File: src/rtl/ysyx_22040237_ifu.sv
// Instruction fetch unit: owns the PC, fetches one instruction at a time over a
// req/gnt/rvalid port and hands it to the IDU through a valid/ready handshake.
module ysyx_22040237_ifu #(
  parameter int unsigned ADDR_W = 64,
  parameter int unsigned INST_W = 32,
  parameter logic [ADDR_W-1:0] PC_RESET = 64'h0000_0000_8000_0000
) (
  input  logic              clk,
  input  logic              rst_n,
  output logic              imem_req_o,
  output logic [ADDR_W-1:0] imem_addr_o,
  input  logic              imem_gnt_i,
  input  logic              imem_rvalid_i,
  input  logic [INST_W-1:0] imem_rdata_i,
  input  logic              imem_err_i,
  input  logic              redirect_valid_i,
  input  logic [ADDR_W-1:0] redirect_pc_i,
  input  logic              halt_i,
  output logic              inst_valid_o,
  input  logic              inst_ready_i,
  output logic [INST_W-1:0] inst_o,
  output logic [ADDR_W-1:0] pc_o,
  output logic              fetch_err_o
);

  typedef enum logic [2:0] {IDLE, REQ, WAIT, HOLD, HALT} state_t;

  state_t            state, state_d;
  logic [ADDR_W-1:0] fetch_pc, fetch_pc_d;
  logic [ADDR_W-1:0] redirect_tgt;
  logic              drop, drop_d;
  logic              halted;
  logic              capture;
  logic              req;

  assign redirect_tgt = {redirect_pc_i[ADDR_W-1:2], 2'b00};

  // State register
  always_ff @(posedge clk or negedge rst_n) begin
    if (!rst_n) state <= IDLE;
    else        state <= state_d;
  end

  // Next state, PC/drop updates and request generation
  always_comb begin
    state_d    = state;
    fetch_pc_d = fetch_pc;
    drop_d     = drop;
    capture    = 1'b0;
    req        = 1'b0;
    unique case (state)
      IDLE: state_d = REQ;
      REQ: begin
        if (redirect_valid_i) fetch_pc_d = redirect_tgt;
        if (halted) begin
          // Halt only before a request is granted; nothing is outstanding here.
          state_d = HALT;
        end else begin
          req = 1'b1;
          if (imem_gnt_i) begin
            state_d = WAIT;
            drop_d  = redirect_valid_i;
          end
        end
      end
      WAIT: begin
        if (redirect_valid_i) fetch_pc_d = redirect_tgt;
        if (imem_rvalid_i) begin
          drop_d = 1'b0;
          if (drop || redirect_valid_i) begin
            state_d = REQ;
          end else begin
            capture = 1'b1;
            state_d = HOLD;
          end
        end else if (redirect_valid_i) begin
          drop_d = 1'b1;
        end
      end
      HOLD: begin
        if (redirect_valid_i) begin
          fetch_pc_d = redirect_tgt;
          state_d    = halted ? HALT : REQ;
        end else if (inst_ready_i) begin
          fetch_pc_d = fetch_pc + ADDR_W'(4);
          state_d    = halted ? HALT : REQ;
        end
      end
      HALT: state_d = HALT;
      default: state_d = IDLE;
    endcase
  end

  // Fetch PC, drop flag and sticky halt
  always_ff @(posedge clk or negedge rst_n) begin
    if (!rst_n) begin
      fetch_pc <= PC_RESET;
      drop     <= 1'b0;
      halted   <= 1'b0;
    end else begin
      fetch_pc <= fetch_pc_d;
      drop     <= drop_d;
      halted   <= halted | halt_i;
    end
  end

  // Delivered instruction register, held stable through HOLD
  always_ff @(posedge clk or negedge rst_n) begin
    if (!rst_n) begin
      inst_o      <= '0;
      pc_o        <= '0;
      fetch_err_o <= 1'b0;
    end else if (capture) begin
      inst_o      <= imem_err_i ? '0 : imem_rdata_i;
      pc_o        <= fetch_pc;
      fetch_err_o <= imem_err_i;
    end
  end

  assign imem_req_o   = req;
  assign imem_addr_o  = req ? {fetch_pc[ADDR_W-1:2], 2'b00} : '0;
  assign inst_valid_o = (state == HOLD);

endmodule

File: config.mk
export PLATFORM = sky130hd
export DESIGN_NAME = ysyx_22040237_ifu
export DESIGN_NICKNAME = d
export VERILOG_FILES = /design/src/rtl/ysyx_22040237_ifu.sv
export SDC_FILE = /design/constraint.sdc
export NUM_CORES = 1
export LEC_CHECK = 0
export CORE_MARGIN = 2
export CORE_UTILIZATION = 34
export DETAILED_ROUTE_END_ITERATION = 12
export SLEW_MARGIN = 20
export SYNTH_ARGS = -nofsm -noshare
export SYNTH_HDL_FRONTEND = slang
export SYNTH_SLANG_ARGS = --single-unit
File: constraint.sdc
create_clock -name clk -period 2.78 [get_ports clk]
set_input_delay 0.278 -clock clk [delete_from_list [all_inputs] [get_ports clk]]
set_output_delay 0.278 -clock clk [all_outputs]
set_load 0.02 [all_outputs]
==> impl_metrics.json <==
{
  "status": "finished, final reports clean",
  "avgSynthCellArea_um2": 9.369,
  "fin_setup_tns_ns": 0,
  "die_w_um": 165.7,
  "routedWlPerCell_um": 19.11,
  "yosysUniqueCellTypes": 72,
  "hold_violations": 0,
  "synth_warnings": 0,
  "grt_pass1_wl_mm": 46.51,
  "grt_start_max_net_pins": 92,
  "antenna_found_initial": 3,
  "insertion_delay_ns": 0.43,
  "yosysSeqAreaShare_pct": 45.61,
  "startpoint_type": "flop",
  "synth_compound_area_share_pct": 14.13,
  "die_area_um2": 27460,
  "design_area_um2": 12770,
  "path_clk_slew_ns": 0.07,
  "crit_fanout": 4,
  "place_area_um2": 12020,
  "yosys.area_share.adder_pct": 0.1407,
  "synth_area_leaders": "dfrtp_1, mux2_2, and2_1",
  "wl_mm": 29.64,
  "htreeDepth": 4,
  "drv_slew": 0,
  "ctsRootBufferMaster": "clkbuf_16",
  "worst_slack_ns": 0.1309,
  "rows": 59,
  "worst_setup_path_end_kind": "primary output",
  "ys_async_sr_fraction_pct": 100.0,
  "yosys.area_share.simple_pct": 26.54,
  "maxCapViolCount": 0,
  "synth_top_family_by_area": "simple AND/OR/NAND/NOR gates",
  "vias": 8313,
  "cts_made_buffers": 17,
  "track_usage_pct": 21.00,
  "post_drt_via_cell_ratio": 5.360,
  "peakVddDrop_v": 0.0003815,
  "criticalPathCategory": "reg2out",
  "netlist_instances": 949,
  "tritoncts": "done",
  "max-slew-margin-rel_pct": 37.36,
  "io_pins": 267,
  "io_buffer_count": 260,
  "synth_area_leader_cell": "dfrtp_1",
  "p_per_area_nw_per_um2": 651.1,
  "max_freq_mhz": 377.5,
  "fp.coreArea_um2": 25840,
  "cp_data_required_time_ns": 2.50,
  "finalCritPeriodShare_pct": 95.29,
  "grt_pass1_vias": 8063,
  "synth_top_area_share_pct": 45.31,
  "die_height_um": 165.7,
  "firstDrtPassIters": 5,
  "drcViolationCount": 0,
  "drive_above_1_share_pct": 14.10,
  "synth_area_um2": 8891,
  "setup_viol": 0,
  "cts_sinks": 162,
  "worst_pin_slew_ns": 0.9367,
  "fillers": 2434,
  "initial_core_util_pct": 34.41,
  "clock_path_buffers": 2,
  "ys.flop_type": "dfrtp_1",
  "area_growth_pct": 43.60,
  "pre_cts_ws_ns": 0.2631,
  "synthMuxAreaShare_pct": 8.514,
  "hold_path.class": "in2async",
  "leakage_nw": 6.121,
  "dp_hpwl_mm": 20.88,
  "period_needed_ns": 2.649,
  "gr-total-overflow": 0,
  "synth-edff-count": 0,
  "drt_iter0_markers": 574,
  "fin_skew_ns": 0.009577,
  "ys_seq_elements": 162,
  "cp_data_arrival_time_ns": 2.37,
  "gp_congestion": 0.8458,
  "yosysMostFrequentCell": "dfrtp_1",
  "nNetsFinal": 1305,
  "synth-xor-area-share_pct": 0,
  "synth_common_cells": "dfrtp_1, nand2_1, and2_1",
  "ant_nets": 0,
  "rsz0062_at_grt": "false"
}
[stage by stage]
stage	utilization (%)	total power, mW	std cells	hold slack, ns
6_report	49.41	8.313	1551	0.3649
3_3_place_gp	46.53	5.902	1513	0.2509
4_1_cts	48.77	8.380	1546	0.3536
5_1_grt	49.40	8.855	1550	0.3959
2_1_floorplan	-	4.901	952	-0.01759
3_5_place_dp	46.53	5.959	1513	0.2469
[cells in the final DEF (no fill, tap or decap), types with 13 or more instances in the layout]
cell type and n:
nand3_1 37, nor3_1 23, dlymetal6s2s_1 49, a211oi_1 13
clkbuf_16 18, and3_1 19, mux2_2 61, dfrtp_1 161
clkdlybuf4s50_1 203, nand2b_1 39, nand2_1 85, buf_4 47
and2_1 63, a21oi_1 45, nor2_1 50, nand4_1 37
o21ai_0 62, nor4_1 19
[cell type report]
cell class | count | area, um2 | area share, %
Inverter | 6 | 26.28 | 0.2058
Sequential cell | 162 | 4055 | 31.76
Clock buffer | 18 | 429.2 | 3.361
Antenna cell | 3 | 7.507 | 0.05880
Timing Repair Buffer | 315 | 3226 | 25.26
Tap cell | 335 | 419.2 | 3.283
Clock inverter | 14 | 147.6 | 1.156
Multi-Input combinational cell | 698 | 4457 | 34.91
[routing by layer]
layer,part of all wire [%],track usage [%]
met4,2.4,7.108
met2,47,33.70
met5,0,0
met3,6.1,4.253
met1,44,28.38
[critical path, stage by stage, from the launching register on]
cell and delay, ns:
dfrtp_1 0.37, nand2b_1 0.13, or3_1 0.37, clkinvlp_4 0.19, buf_4 0.15, and2_1 0.13
clkdlybuf4s50_1 0.61
[sequential cells by signal (all words and copies together), names as in the netlist]
register / count
fetch_err_o: 1
state: 3
drop: 1
inst_o: 32
halted: 1
pc_o: 62
fetch_pc: 62
[worst paths after layout]
path                                                  to  depth (start not counted)  slack (ns)                     start
worst max-delay path                     imem_addr_o[24]                          6        0.13      state[2]$_DFFE_PN0P_
worst min-delay path               inst_o[5]$_DFFE_PN0P_                          2        0.36                     rst_n
worst max register to register  fetch_pc[63]$_DFFE_PN0P_                          5        0.32  fetch_pc[49]$_DFFE_PN0P_
worst min register to register    inst_o[31]$_DFFE_PN0P_                          2        0.48    inst_o[31]$_DFFE_PN0P_
max in group asynchronous           pc_o[55]$_DFFE_PN0P_                          3        1.65                     rst_n
min in group clk                  inst_o[25]$_DFFE_PN0P_                          3        0.40          imem_rdata_i[25]
[kinds of logic after synthesis]
group,Yosys count
multiplexers,68
adder cells (fa/ha/maj),1
other,1
buffers and inverters,92
AO/OA/AOI/OAI,200
AND/OR/NAND/NOR,425
flip-flops,162
[what timing repair did]
| item | CTS | global route |
|---|---|---|
| gates cloned | 0 | 1 |
| resized for setup | 7 | 50 |
| buffers inserted | 0 | 1 |
| endpoints found under the setup margin | 7 | 49 |
| hold buffers | 1 | 0 |
| hold endpoints to repair | 43 | 0 |
[power by group]
| group | switching, mW | leakage (nW) | total, mW | internal (mW) |
|---|---|---|---|---|
| logic | 1.24 | 3.75 | 2.28 | 1.04 |
| registers | 0.798 | 2.10 | 3.66 | 2.86 |
| clock network | 1.11 | 0.273 | 2.38 | 1.27 |
| total | 3.15 | 6.12 | 8.31 | 5.16 |
Power figures use the tool's default switching activity.
